==> config.mk <==
export PLATFORM = sky130hd
export DESIGN_NAME = a3_hazard_ctrl_flat
export DESIGN_NICKNAME = d
export VERILOG_FILES = /design/src/rtl/a3_hazard_ctrl_if.sv /design/src/rtl/a3_hazard_ctrl.sv /design/src/flat_wrapper.sv
export SDC_FILE = /design/constraint.sdc
export NUM_CORES = 1
export LEC_CHECK = 0
export CAP_MARGIN = 20
export CORE_MARGIN = 1.5
export CORE_UTILIZATION = 50
export CTS_CLUSTER_DIAMETER = 150
export CTS_CLUSTER_SIZE = 16
export DETAILED_ROUTE_END_ITERATION = 8
export GPL_TIMING_DRIVEN = 0
export HOLD_SLACK_MARGIN = 0.03
export PLACE_DENSITY = 0.86
export SLEW_MARGIN = 10
export SYNTH_ARGS = -nofsm -noshare
export SYNTH_HDL_FRONTEND = slang
export SYNTH_SLANG_ARGS = --single-unit
==> constraint.sdc <==
create_clock -name clk -period 3.58 [get_ports clk]
set_input_delay 0.716 -clock clk [delete_from_list [all_inputs] [get_ports clk]]
set_output_delay 0.716 -clock clk [all_outputs]
set_load 0.02 [all_outputs]
==> src/rtl/a3_hazard_ctrl_if.sv <==
// D-stage operand/write descriptors in, stall and forwarding selects out.
// The master side supplies the D-stage descriptors; the slave side is the hazard unit.
interface a3_hazard_ctrl_if;
    logic [4:0] a1_d;
    logic [4:0] a2_d;
    logic [1:0] tuse_rs_d;
    logic [1:0] tuse_rt_d;
    logic [4:0] a3_d;
    logic [1:0] tnew_d;
    logic       stall;
    logic [1:0] fwd_rs_d;
    logic [1:0] fwd_rt_d;
    logic [1:0] fwd_rs_e;
    logic [1:0] fwd_rt_e;
    logic       fwd_rt_m;
    logic [4:0] a3_w;

    modport master (
        output a1_d, a2_d, tuse_rs_d, tuse_rt_d, a3_d, tnew_d,
        input  stall, fwd_rs_d, fwd_rt_d, fwd_rs_e, fwd_rt_e, fwd_rt_m, a3_w
    );

    modport slave (
        input  a1_d, a2_d, tuse_rs_d, tuse_rt_d, a3_d, tnew_d,
        output stall, fwd_rs_d, fwd_rt_d, fwd_rs_e, fwd_rt_e, fwd_rt_m, a3_w
    );
endinterface

==> src/rtl/a3_hazard_ctrl.sv <==
// Tracks A3/Tnew through E, M and W for a five-stage MIPS pipe and derives
// the stall signal plus all forwarding selects from the consumers' A1/A2/Tuse.
module a3_hazard_ctrl (
    input  logic              clk,
    input  logic              reset,
    a3_hazard_ctrl_if.slave   hz
);

    logic [4:0] r_a1_e;
    logic [4:0] r_a2_e;
    logic [4:0] r_a3_e;
    logic [1:0] r_tnew_e;
    logic [4:0] r_a2_m;
    logic [4:0] r_a3_m;
    logic [1:0] r_tnew_m;
    logic [4:0] r_a3_w;

    logic       w_stall;

    // Register 0 is hardwired, so it never produces a match.
    function automatic logic f_match(input logic [4:0] x, input logic [4:0] a3);
        return (x != 5'd0) && (x == a3);
    endfunction

    function automatic logic f_hazard(input logic [4:0] x, input logic [1:0] tuse,
                                      input logic [4:0] a3_e, input logic [1:0] tnew_e,
                                      input logic [4:0] a3_m, input logic [1:0] tnew_m);
        return (tuse != 2'd3) &&
               ((f_match(x, a3_e) && (tnew_e > tuse)) ||
                (f_match(x, a3_m) && (tnew_m > tuse)));
    endfunction

    // The youngest matching stage owns the register; if its result is not ready yet the
    // select stays 0 and the stall logic holds the consumer.
    function automatic logic [1:0] f_fwd_d(input logic [4:0] x,
                                           input logic [4:0] a3_e, input logic [1:0] tnew_e,
                                           input logic [4:0] a3_m, input logic [1:0] tnew_m,
                                           input logic [4:0] a3_w);
        if (f_match(x, a3_e)) begin
            return (tnew_e == 2'd0) ? 2'd3 : 2'd0;
        end else if (f_match(x, a3_m)) begin
            return (tnew_m == 2'd0) ? 2'd2 : 2'd0;
        end else if (f_match(x, a3_w)) begin
            return 2'd1;
        end
        return 2'd0;
    endfunction

    function automatic logic [1:0] f_fwd_e(input logic [4:0] x,
                                           input logic [4:0] a3_m, input logic [1:0] tnew_m,
                                           input logic [4:0] a3_w);
        if (f_match(x, a3_m)) begin
            return (tnew_m == 2'd0) ? 2'd2 : 2'd0;
        end else if (f_match(x, a3_w)) begin
            return 2'd1;
        end
        return 2'd0;
    endfunction

    assign w_stall = f_hazard(hz.a1_d, hz.tuse_rs_d, r_a3_e, r_tnew_e, r_a3_m, r_tnew_m) ||
                     f_hazard(hz.a2_d, hz.tuse_rt_d, r_a3_e, r_tnew_e, r_a3_m, r_tnew_m);

    assign hz.stall    = w_stall;
    assign hz.fwd_rs_d = f_fwd_d(hz.a1_d, r_a3_e, r_tnew_e, r_a3_m, r_tnew_m, r_a3_w);
    assign hz.fwd_rt_d = f_fwd_d(hz.a2_d, r_a3_e, r_tnew_e, r_a3_m, r_tnew_m, r_a3_w);
    assign hz.fwd_rs_e = f_fwd_e(r_a1_e, r_a3_m, r_tnew_m, r_a3_w);
    assign hz.fwd_rt_e = f_fwd_e(r_a2_e, r_a3_m, r_tnew_m, r_a3_w);
    assign hz.fwd_rt_m = f_match(r_a2_m, r_a3_w);
    assign hz.a3_w     = r_a3_w;

    always_ff @(posedge clk) begin
        if (!reset) begin
            r_a1_e   <= 5'd0;
            r_a2_e   <= 5'd0;
            r_a3_e   <= 5'd0;
            r_tnew_e <= 2'd0;
            r_a2_m   <= 5'd0;
            r_a3_m   <= 5'd0;
            r_tnew_m <= 2'd0;
            r_a3_w   <= 5'd0;
        end else begin
            if (w_stall) begin
                r_a1_e   <= 5'd0;
                r_a2_e   <= 5'd0;
                r_a3_e   <= 5'd0;
                r_tnew_e <= 2'd0;
            end else begin
                r_a1_e   <= hz.a1_d;
                r_a2_e   <= hz.a2_d;
                r_a3_e   <= hz.a3_d;
                r_tnew_e <= hz.tnew_d;
            end
            // M and W drain every cycle; a stall only affects what enters E.
            r_a2_m   <= r_a2_e;
            r_a3_m   <= r_a3_e;
            r_tnew_m <= (r_tnew_e == 2'd0) ? 2'd0 : r_tnew_e - 2'd1;
            r_a3_w   <= r_a3_m;
        end
    end

endmodule

==> src/flat_wrapper.sv <==
// flat-port wrapper written by rule: the top's interface ports become plain ports
module a3_hazard_ctrl_flat 
  (clk, reset, hz_a1_d, hz_a2_d, hz_tuse_rs_d, hz_tuse_rt_d, hz_a3_d, hz_tnew_d, hz_stall, hz_fwd_rs_d, hz_fwd_rt_d, hz_fwd_rs_e, hz_fwd_rt_e, hz_fwd_rt_m, hz_a3_w);
  a3_hazard_ctrl_if hz_i ();
  input  logic clk;
  input  logic reset;
  input wire logic [$bits(hz_i.a1_d)-1:0] hz_a1_d;
  input wire logic [$bits(hz_i.a2_d)-1:0] hz_a2_d;
  input wire logic [$bits(hz_i.tuse_rs_d)-1:0] hz_tuse_rs_d;
  input wire logic [$bits(hz_i.tuse_rt_d)-1:0] hz_tuse_rt_d;
  input wire logic [$bits(hz_i.a3_d)-1:0] hz_a3_d;
  input wire logic [$bits(hz_i.tnew_d)-1:0] hz_tnew_d;
  output wire logic [$bits(hz_i.stall)-1:0] hz_stall;
  output wire logic [$bits(hz_i.fwd_rs_d)-1:0] hz_fwd_rs_d;
  output wire logic [$bits(hz_i.fwd_rt_d)-1:0] hz_fwd_rt_d;
  output wire logic [$bits(hz_i.fwd_rs_e)-1:0] hz_fwd_rs_e;
  output wire logic [$bits(hz_i.fwd_rt_e)-1:0] hz_fwd_rt_e;
  output wire logic [$bits(hz_i.fwd_rt_m)-1:0] hz_fwd_rt_m;
  output wire logic [$bits(hz_i.a3_w)-1:0] hz_a3_w;
  assign hz_i.a1_d = hz_a1_d;
  assign hz_i.a2_d = hz_a2_d;
  assign hz_i.tuse_rs_d = hz_tuse_rs_d;
  assign hz_i.tuse_rt_d = hz_tuse_rt_d;
  assign hz_i.a3_d = hz_a3_d;
  assign hz_i.tnew_d = hz_tnew_d;
  assign hz_stall = hz_i.stall;
  assign hz_fwd_rs_d = hz_i.fwd_rs_d;
  assign hz_fwd_rt_d = hz_i.fwd_rt_d;
  assign hz_fwd_rs_e = hz_i.fwd_rs_e;
  assign hz_fwd_rt_e = hz_i.fwd_rt_e;
  assign hz_fwd_rt_m = hz_i.fwd_rt_m;
  assign hz_a3_w = hz_i.a3_w;
  a3_hazard_ctrl u_core (.clk(clk), .reset(reset), .hz(hz_i));
endmodule
# Word level (Yosys, flattened, before mapping)
# Index checks and enable logic that the tools add are counted.
# classes
eq_ne	13
n_addsub	1
mux	26
div_mod_pow	0
n_shift	0
n_mul	0
order_cmp	4
n_reduce_logical	29
bitwise	1
# op_table
cell	count
5-bit equality test	11
2-bit two-way mux	16
5-bit nonzero test	5
1-bit logical AND	17
1-bit two-way mux	10
2-bit > comparator	4
2-bit zero test	2
2-bit inequality test, second input constant	2
2-bit OR reduction	2
1-bit logical OR	3
2-bit by 1-bit subtractor with 2-bit output, second input constant	1
1-bit inverter	1
# word_totals
memories	0
out_inout_bits	15
latchBits	0
inputBits	23
ram_bits	0
reg_bits	34
rom_bits	0

# Depth between registers and ports, before layout
# Gate-level depths: netlist (run 1).
# depth
depth_word	7
ltp_mapped	8
depth_no_buf	6

# Worst setup path before layout (run 1)
# OpenSTA, ideal clock, no wires.
# synth_path
kind	input port to output port
start	input port hz_a1_d[0]
end	output port hz_fwd_rs_d[0]
stages	4
arrival_time_ns	2.469
slack_ns	0.395
path_buffers	0
cell_sequence	or4_4 o211a_4 and2_1 o41ai_1
# synth_via
elab_chain_cells	6
# synth_rtl
element	line	text
start, declared	flat_wrapper.sv:7	input wire logic [$bits(hz_i.a1_d)-1:0] hz_a1_d;
5-bit equality test or 5-bit nonzero test (tied branches)	a3_hazard_ctrl.sv:22	return (x != 5'd0) && (x == a3);
1-bit logical AND	a3_hazard_ctrl.sv:22	
1-bit two-way mux	a3_hazard_ctrl.sv:43	end else if (f_match(x, a3_w)) begin
1-bit two-way mux	a3_hazard_ctrl.sv:41	end else if (f_match(x, a3_m)) begin
1-bit two-way mux	a3_hazard_ctrl.sv:39	if (f_match(x, a3_e)) begin
2-bit two-way mux (*)	a3_hazard_ctrl.sv:46	return 2'd0;
end, declared	flat_wrapper.sv:14	output wire logic [$bits(hz_i.fwd_rs_d)-1:0] hz_fwd_rs_d;
# Mark *: on every way between the ends. The rest lies on a longest branch, timed or not.

# Final worst setup path (run 1)
# layout_path
start	input port hz_a1_d[0]
end	output port hz_stall
# layout_via
elab_chain_cells	6
# layout_rtl
element	line	text
5-bit equality test or 5-bit nonzero test (tied branches)	a3_hazard_ctrl.sv:22	
1-bit logical AND	a3_hazard_ctrl.sv:22	
1-bit logical AND (on tied branches)	a3_hazard_ctrl.sv:29, a3_hazard_ctrl.sv:30	
1-bit logical OR (*)	a3_hazard_ctrl.sv:29	((f_match(x, a3_e) && (tnew_e > tuse)) ||
1-bit logical AND (*)	a3_hazard_ctrl.sv:28	return (tuse != 2'd3) &&
1-bit logical OR (*)	a3_hazard_ctrl.sv:60	assign w_stall = f_hazard(hz.a1_d, hz.tuse_rs_d, r_a3_e, r_tnew_e, r_a3_m, r_tnew_m) ||
end, declared	flat_wrapper.sv:13	output wire logic [$bits(hz_i.stall)-1:0] hz_stall;
# Marks and branches as above.

==> flow_metrics.env, run 1 <==
export IMPL_outcome="complete, no violations"
export IMPL_hpwlAfterDp_microns=4370
export IMPL_slowest_stage="or4_4"
export IMPL_worst_pin_slew_ns=0.589
export IMPL_worstRegToRegCells=7
export IMPL_cts_sink_count=34
export IMPL_port_buffers=35
export IMPL_die_width_microns=71.7
export IMPL_cts_buffers=5
export IMPL_clk_latency_ns=0.29
export IMPL_period_share=0.979
export IMPL_yosysSeqAreaShare=0.288
export IMPL_synth_cell_types=33
export IMPL_synth_fp_nets=298
export IMPL_r2r_start="u_core.r_a3_m[0]"
export IMPL_first_pass_iters=6
export IMPL_synth_edf_count=0
export IMPL_wl_microns=6050
export IMPL_finalInstanceArea_sq_um=2920
export IMPL_yosysWarningCount=0
export IMPL_cp_depth=7
export IMPL_initialDrtViolationCount=136
export IMPL_cp_max_fo=9
export IMPL_rrSetupSlack_ns=1.43
export IMPL_arrival_ns=2.79
export IMPL_reg2reg_to="u_core.r_a2_e[1]"
export IMPL_powerDensity_nw_per_um2=331
export IMPL_grt_pass1_wl_microns=9970
export IMPL_finalHoldViolations=0
export IMPL_leakage_nw=1.12
export IMPL_finalWeightedCongestion=0.977
export IMPL_fmax_ghz=0.285
export IMPL_synth_top_area_cell="dfxtp_1"
export IMPL_pwr_share_comb=0.265
export IMPL_max_slew_margin=0.605
export IMPL_antenna_found_initial=0
export IMPL_drcViolationCount=0
export IMPL_critPathMaxStageDelay_ns=0.57
export IMPL_num_rows=24
export IMPL_switching_share=0.304
export IMPL_p_clk_frac=0.303
export IMPL_grt_use_total=0.250
export IMPL_n_antenna_cell=0
export IMPL_tritoncts="done"
export IMPL_cts_buffer_depth=2
export IMPL_seqPwrFrac=0.432
export IMPL_ys_flop_type="dfxtp_1"
export IMPL_cts_htree_levels=2
export IMPL_die_y_microns=71.7
export IMPL_critPathTopFamily="simple AND/OR/NAND/NOR gates"
export IMPL_syn_inst=266
export IMPL_cp_common_cell="or4_4"
export IMPL_grt_pass1_vias=2135
export IMPL_nets=343
export IMPL_overflow=0
export IMPL_io_pins=38
export IMPL_cp_num_buf_inv=3
export IMPL_layout_drive_gt1_share=0.131
export IMPL_via_per_inst=5.87
export IMPL_path_clk_slew_ns=0.07
export IMPL_cp_cell_sequence="clkdlybuf4s15_2 > or4_4 > o211a_4 > and4b_1 > buf_6 > or4_4 > buf_2"
export IMPL_setup_viol=0
export IMPL_synthTopCellsByArea="dfxtp_1, xnor2_1, and2_1"
export IMPL_avgSynthCellArea_sq_um=8.88
export IMPL_vias=2136
export IMPL_ys_seq_elements=34
export IMPL_async_flop_share=0
export IMPL_area_growth_pct=23.5
export IMPL_cts_root_buf="clkbuf_8"
export IMPL_rsz0062_at_grt="no"
export IMPL_end_kind="primary output"
export IMPL_ant_nets=0
export IMPL_initial_core_util=0.532
export IMPL_fillers=358
export IMPL_synth_area_sq_um=2360
export IMPL_wl_per_cell_microns=16.6
export IMPL_internal_power_w=0.000672
export IMPL_core_area_sq_um=4440
export IMPL_grt_max_degree=12
export IMPL_fin_worst_skew_ns=0.00434
export IMPL_worst_setup_path_start_kind="input port"
export IMPL_hold_depth=1
export IMPL_die_area_sq_um=5150
export IMPL_crit_path_start="hz_a1_d[0]"
export IMPL_placed_area_sq_um=2780
export IMPL_hold_start="u_core.r_tnew_e[0]"
export IMPL_cp_endpoint="hz_stall"
export IMPL_maxSlewViolCount=0
export IMPL_critPathRequiredTime_ns=2.86
export IMPL_worstHoldPathType="reg2reg"
export IMPL_fin_crit_ns=3.50
export IMPL_maxCapViolations=0
export IMPL_peakVddDrop_v=0.000174
export IMPL_yosys_area_top_type_share=0.288
export IMPL_switching_power_w=0.000294
export IMPL_critical_path_class="in2out"
export IMPL_setup_tns_ns=0
[registers in the layout (all words and copies together) (netlist names)]
register         flops
u_core.r_tnew_m      2
u_core.r_a3_e        5
u_core.r_a2_e        5
u_core.r_a3_m        5
u_core.r_a2_m        5
u_core.r_tnew_e      2
u_core.hz.a3_w       5
u_core.r_a1_e        5
[worst min-delay path by stage]
| stage | to | slack, ns |
|---|---|---|
| after floorplan | u_core.r_tnew_m[0] | 0.39 |
| after global placement | u_core.r_tnew_m[0] | 0.42 |
| after detailed placement | u_core.r_tnew_m[0] | 0.43 |
| after CTS | u_core.r_tnew_m[0] | 0.45 |
| after global routing | u_core.r_tnew_m[0] | 0.48 |
| final | u_core.r_tnew_m[0] | 0.46 |
[logic make-up after synthesis]
| family | after synthesis | share of synthesized area |
|---|---|---|
| buffers and inverters | 33 | 0.0609 |
| AOI/OAI and AO/OA | 34 | 0.119 |
| DFF | 34 | 0.288 |
| and+or+nand+nor | 102 | 0.284 |
| adders and majority gates | 9 | 0.0477 |
| xor gates and xnor gates | 54 | 0.200 |
[layout make-up]
| cell class | instances | area, sq um | share of cell area |
|---|---|---|---|
| Clock inverter | 2 | 12.5 | 0.00429 |
| Inverter | 7 | 26.3 | 0.00901 |
| Sequential cell | 34 | 681 | 0.233 |
| Multi-Input combinational cell | 199 | 1570 | 0.538 |
| Clock buffer | 6 | 82.6 | 0.0283 |
| Tap cell | 52 | 65.1 | 0.0223 |
| Buffer | 26 | 123 | 0.0420 |
| Timing Repair Buffer | 38 | 358 | 0.123 |
[placed cells by master, fill, tap and decap left out, types with 2 or more instances in the layout]
cell type / count
and4b_1: 3
o41ai_1: 19
nor4_1: 9
and2_1: 33
a21oi_1: 2
clkdlybuf4s15_2: 3
or3_1: 3
inv_1: 7
ha_1: 9
or4_1: 4
nor2b_1: 3
dfxtp_1: 34
buf_4: 3
or4_4: 2
clkbuf_4: 2
clkbuf_1: 19
nor2_1: 10
buf_6: 2
xor2_1: 17
clkbuf_8: 6
dlygate4sd2_1: 6
nand3_1: 8
xnor2_1: 37
buf_2: 4
a22oi_1: 4
a2111oi_0: 2
nand2_1: 6
clkdlybuf4s50_1: 23
nor3_1: 6
nor4_2: 10
[cells in the mapped netlist, types with 2 or more instances]
| cell type | n |
|---|---|
| and2_1 | 33 |
| buf_2 | 4 |
| ha_1 | 9 |
| a21oi_1 | 2 |
| and4b_1 | 3 |
| o21ai_0 | 2 |
| or3_1 | 3 |
| inv_1 | 7 |
| xor2_1 | 17 |
| or4_1 | 4 |
| buf_6 | 2 |
| nand2_1 | 6 |
| nor2_1 | 11 |
| nor4_2 | 11 |
| xnor2_1 | 37 |
| o41ai_1 | 19 |
| nand3_1 | 8 |
| a2111oi_0 | 2 |
| dfxtp_1 | 34 |
| nor4_1 | 9 |
| a22oi_1 | 4 |
| nor2b_1 | 3 |
| clkbuf_1 | 19 |
| nor3_1 | 7 |
| or4_4 | 2 |
[metal layers]
metal | global-route usage | vias to the layer above | share of wire
li1 | - | 1040 | -
met1 | 0.312 | 993 | 0.41
met2 | 0.407 | 86 | 0.49
met3 | 0.0478 | 17 | 0.070
met4 | 0.134 | 0 | 0.033
met5 | 0 | - | 0
[what timing repair did]
action,in CTS,in global routing
hold endpoints to repair,0,0
hold buffers,0,0
setup endpoints to repair,5,2
buffers inserted,3,0
resized for setup,31,5
pin swaps,2,0
[per-stage QoR]
stage	util	hold slack, ns	total power [W]	cells	worst slack [ns]
final	0.656	0.459	0.000966	364	0.0765
after CTS	0.657	0.447	0.000959	364	0.0261
after global routing	0.656	0.484	0.00101	364	0.00811
after global placement	0.625	0.416	0.000659	353	-0.615
after detailed placement	0.625	0.432	0.000667	353	-0.637
after floorplan	-	0.391	0.000581	266	0.395
[power groups by stage]
stage / Clock (W) / Combinational (W) / Sequential [W]
after floorplan: 0 / 0.000159 / 0.000422
after global placement: 0 / 0.000235 / 0.000424
after detailed placement: 0 / 0.000242 / 0.000425
after CTS: 0.000289 / 0.000253 / 0.000417
after global routing: 0.000307 / 0.000281 / 0.000419
final: 0.000293 / 0.000256 / 0.000417
No activity file was read; power rests on OpenSTA's default activity.
==> run 2: changes to the inputs <==
CORE_MARGIN = 2   (was 1.5)
CTS_BUF_LIST = sky130_fd_sc_hd__clkbuf_8   (was unset)
==> run 2 against run 1 <==
First-iteration DRC count decreased by 31%. Worst hold slack got worse by 0.0019 ns. Global-route usage decreased by 1.4 points. Critical path depth unchanged. Clock skew increased by 0.0050 ns. Sequential cell count unchanged. Utilization decreased by 2.2 points. Final cell count increased by 0.27%. Clock-buffer cell count decreased by 1. Register-to-register slack about the same. Combinational power about the same. Routed wire length decreased by 2.3%.
==> flow_metrics.env, run 2 (synthesis results as in run 1) <==
export IMPL_nets=342
export IMPL_n_antenna_cell=0
export IMPL_leakage_nw=1.14
export IMPL_rrSetupSlack_ns=1.43
export IMPL_grt_max_degree=11
export IMPL_cts_sink_count=34
export IMPL_worstRegToRegCells=8
export IMPL_vias=2138
export IMPL_finalNonFillerCells=365
export IMPL_core_area_sq_um=4630
export IMPL_initialDrtViolationCount=94
export IMPL_worst_pin_slew_ns=0.495
export IMPL_reg2reg_to="u_core.r_a2_e[3]"
export IMPL_initial_core_util=0.510
export IMPL_fin_worst_skew_ns=0.00935
export IMPL_area_growth_pct=24.4
export IMPL_antenna_found_initial=0
export IMPL_critical_path_class="in2out"
export IMPL_max_slew_margin=0.662
export IMPL_power_w=0.00101
export IMPL_layout_drive_gt1_share=0.129
export IMPL_die_y_microns=72.7
export IMPL_wl_per_cell_microns=16.2
export IMPL_fmax_ghz=0.286
export IMPL_cp_max_fo=5
export IMPL_drcViolationCount=0
export IMPL_final_common_cell="xnor2_1"
export IMPL_num_rows=25
export IMPL_maxSlewViolCount=0
export IMPL_port_buffers=35
export IMPL_rsz0062_at_grt="no"
export IMPL_dp_cells=355
export IMPL_hold_start="u_core.r_tnew_e[0]"
export IMPL_via_per_inst=5.86
export IMPL_cts_root_buf="clkbuf_8"
export IMPL_die_width_microns=72.7
export IMPL_ctsHoldBuffers=0
export IMPL_worstHoldEndpoint="u_core.r_tnew_m[0]"
export IMPL_outcome="complete, no violations"
export IMPL_fin_crit_ns=3.50
export IMPL_hpwlAfterDp_microns=4280
export IMPL_grt_pass1_vias=1992
export IMPL_period_share=0.976
export IMPL_ant_nets=0
export IMPL_critPathRequiredTime_ns=2.86
export IMPL_io_pins=38
export IMPL_finalHoldViolations=0
export IMPL_end_kind="primary output"
export IMPL_cts_buffer_depth=2
export IMPL_wl_microns=5910
export IMPL_most_common_layout_cells="xnor2_1, dfxtp_1, and2_1"
export IMPL_tritoncts="done"
export IMPL_maxCapViolations=0
export IMPL_setup_tns_ns=0
export IMPL_clk_latency_ns=0.29
export IMPL_finalWeightedCongestion=0.969
export IMPL_arrival_ns=2.78
export IMPL_cts_htree_levels=2
export IMPL_worstHoldPathType="reg2reg"
export IMPL_path_clk_slew_ns=0.07
export IMPL_peakVddDrop_v=0.000159
export IMPL_worst_setup_path_start_kind="input port"
export IMPL_cts_buffers=5
export IMPL_powerDensity_nw_per_um2=344
export IMPL_first_pass_iters=4
export IMPL_r2r_start="u_core.r_tnew_m[0]"
export IMPL_hold_depth=1
export IMPL_die_area_sq_um=5290
export IMPL_setup_viol=0
export IMPL_overflow=0
export IMPL_grt_use_total=0.236
export IMPL_grt_pass1_wl_microns=9670
export IMPL_fillers=410
## run 2: cell count changes in the layout (fill, tap and decap cells not counted), sizes merged
cell / previous run / this run
clkbuf: 27 / 24
inv: 7 / 9
bufinv: 0 / 1
clkdlybuf4s15: 3 / 4
clkinv: 1 / 0
clkinvlp: 1 / 0
dlygate4sd1: 1 / 0
dlygate4sd2: 6 / 7
## run 2: how the worst max path moves through the flow
stage | from | to | slack (ns) | depth (start not counted)
after global placement | hz_a1_d[0] | hz_stall | -0.61 | 7
after detailed placement | hz_tuse_rt_d[1] | hz_stall | -0.62 | 8
after floorplan | hz_a1_d[0] | hz_fwd_rs_d[0] | 0.40 | 4
after CTS | hz_a1_d[0] | hz_stall | 0.006 | 7
after global routing | hz_a2_d[0] | hz_fwd_rt_d[1] | 0.03 | 7
final | hz_a2_d[3] | hz_fwd_rt_d[1] | 0.08 | 7
## run 2: layout make-up
class | count | area [sq um] | area share
Multi-Input combinational cell | 199 | 1580 | 0.536
Sequential cell | 34 | 681 | 0.232
Timing Repair Buffer | 38 | 364 | 0.124
Buffer | 25 | 118 | 0.0400
Clock buffer | 5 | 68.8 | 0.0234
Tap cell | 54 | 67.6 | 0.0230
Clock inverter | 3 | 37.5 | 0.0128
Inverter | 7 | 26.3 | 0.00894
## run 2: layer usage
layer	share of wire	global-route usage	vias to the layer above	routed length, microns
li1	-	-	1038	-
met1	0.43	0.306	1001	2530
met2	0.48	0.405	85	2850
met3	0.068	0.0401	14	403
met4	0.022	0.0638	0	129
met5	0	0	-	0
## run 2: through the flow
step | utilization | setup WS, ns | hold WS, ns | instance area (sq um)
after CTS | 0.631 | 0.00633 | 0.445 | 2920
after global placement | 0.601 | -0.612 | 0.420 | 2780
after floorplan | - | 0.395 | 0.391 | 2360
after detailed placement | 0.601 | -0.618 | 0.424 | 2780
final | 0.635 | 0.0843 | 0.458 | 2940
after global routing | 0.635 | 0.0268 | 0.463 | 2940
## run 2: critical path, stage by stage
cell           delay [ns]
dlygate4sd2_1        0.32
or4_1                0.59
o211ai_1             0.19
buf_4                0.17
nor2_1               0.06
o41ai_1              0.35
dlygate4sd2_1        0.38
## run 2: report_power, final
group          switching (W)  leakage (nW)  total (W)  internal (W)
combinational       0.000137         0.797   0.000256      0.000119
clock               0.000136        0.0607   0.000339      0.000202
sequential         0.0000186         0.281   0.000417      0.000399
total               0.000292          1.14    0.00101      0.000720
## run 2: repair_timing
item	CTS	global route
endpoints found under the setup margin	5	3
setup buffers	1	2
pin swaps	1	1
endpoints found under the hold margin	0	0
resized for setup	30	8
==> variant (flow settings as in run 2) <==
Reset style: asynchronous (`reset`), changed in one clocked block.
--- a/src/rtl/a3_hazard_ctrl.sv
+++ b/src/rtl/a3_hazard_ctrl.sv
@@ -70,3 +70,3 @@
 
-    always_ff @(posedge clk) begin
+    always_ff @(posedge clk or negedge reset) begin
         if (!reset) begin
Behaviour: differs if reset is asserted again (counterexample within 4 cycles, from zero or initial values and one cycle with reset low); with reset held inactive, the same outputs for 10 cycles.
==> variant against run 2 <==
  * Die area shrank 14%
  * Synthesized cell count shrank 27%
  * Sequential share of layout area grew 10 points
  * Final area shrank 13%
  * Synthesized area shrank 15%
  * Total power shrank 3.1%
  * Non-clock buffer count shrank 16
  * Clock skew shrank 0.0045 ns
  * Sequential cell count is the same
  * Core utilization grew 1.3 points
  * Worst setup slack lost 0.018 ns
  * Routed wire length shrank 21%
  * Combinational power shrank 7.8%
  * Critical path type unchanged
==> variant: results (changes against run 2) <==
[cells_and_area]
nonClkBufAreaFrac_pct = 15.72  ; -0.68 points
num-clock-buffers = 6  ; +1
final_nets = 271  ; -21%
final_cells = 291  ; -20%
multi_input_area_share_pct = 44.07  ; -9.5 points
multi_input_gates = 147  ; -26%
drive_gt1_share_pct = 10.37  ; -2.5 points
syn2layout_area_growth_pct = 26.52
n_all_inverters = 5  ; -2
seq_area_sq_um = 850.8  ; +25%
clockNetworkAreaShare_pct = 3.722  ; +0.10 points
buffers = 47  ; -25%
fillers = 317  ; -23%
fin_area_sq_um = 2555  ; -13%

[power_and_ir_drop]
cellLeakagePower_nw = 1.047  ; -8.1%
ir_drop_mv = 0.2807  ; +77%

[detailed_routing]
met2_wirelength_um = 2445  ; -14%
routed_wl_um = 4667  ; -21%
viasPerCell = 5.543  ; -5.4%
met1Wirelength_um = 1794  ; -29%
drt_iter0_markers = 69  ; -27%
route.met3.wl_um = 236  ; -41%

[synthesis]
synthAdderAreaFrac_pct = 4.957  ; +0.19 points
synth_compound_gate_area_share_pct = 6.939  ; -4.9 points
avgSynthCellArea_sq_um = 10.41  ; +17%
synth_area_leaders = dfrtp_1 (42%), xnor2_1 (16%), xor2_1 (6.9%), and2_1 (5.6%), ha_1 (5.0%)
yosysUniqueCellTypes = 31  ; -6.1%
synth_nets = 225  ; -24%
ys_seq_area_share_pct = 42.13  ; +13 points
async_flop_share_pct = 100.0  ; +100 points
synthFlopType = dfrtp_1
synthTopCellsByCount = xnor2_1 (38), dfrtp_1 (34), and2_1 (18)

[critical_path]
reg2reg_depth = 10  ; +2
path_max_fanout = 3  ; -2
cpPeakStageDelay_ns = 0.50  ; -0.09 ns
crit_end = hz_stall
rr_endpoint = u_core.r_a3_e[1]$_DFF_PN0_
worst_r2r_startpoint = u_core.r_tnew_e[0]$_DFF_PN0_
crit_arrival_ns = 2.80  ; +0.02 ns
setup.worst_path.start = hz_tuse_rs_d[1]
slowest_stage = clkdlybuf4s50_1

[sta]
slew_headroom_pct = 49.89  ; -16 points
final.setup_skew_ns = 0.004804  ; -0.004545 ns
hold_slack_ns = 0.4447  ; -0.01285 ns
max_freq_mhz = 284.6  ; -0.52%

[place]
post_dp_cell_area_sq_um = 2427  ; -13%
pre_cts_slack_ns = -0.5806  ; +0.03704 ns
dp.cells = 279  ; -21%
gp_congestion = 0.8498  ; -12%

[global_routing]
grt_usage_pct = 23.49  ; -0.12 points
gr-usage-met1_pct = 26.95  ; -3.6 points
use_met3_pct = 4.667  ; +0.66 points
grt_pass1_vias = 1647  ; -17%
grt_max_degree = 35  ; +24
grtUsageMet2_pct = 40.81  ; +0.30 points

[hold_path]
hp-start = u_core.r_a3_e[1]$_DFF_PN0_
worstHoldEndpoint = u_core.r_a3_m[1]$_DFF_PN0_

[status]
status = finished, final reports clean

[variant: cell count changes after synthesis, moves of 3 or more]
cell / before / now
and2_1: 33 / 18
buf_2: 4 / 0
clkbuf_1: 19 / 7
dfrtp_1: 0 / 34
dfxtp_1: 34 / 0
inv_1: 7 / 4
nor4_1: 9 / 3
nor4_2: 11 / 0
o41ai_1: 19 / 2
or3_1: 3 / 0
[variant: logic make-up after synthesis]
group                      Yosys count
AOI/OAI and AO/OA                   19
xor gates and xnor gates            54
adders and majority gates            8
buffers and inverters               13
DFF                                 34
and+or+nand+nor                     66
[variant: report_power, final]
part / internal, mW / total [mW] / switching, mW
combinational: 0.118 / 0.236 / 0.119
sequential: 0.413 / 0.449 / 0.0355
clock: 0.154 / 0.296 / 0.141
total: 0.685 / 0.981 / 0.296
[variant: repair_timing]
action | in CTS | in global routing
setup buffers | 2 | 2
setup endpoints to repair | 5 | 1
pin swaps | 1 | 2
gates resized for setup | 16 | 6
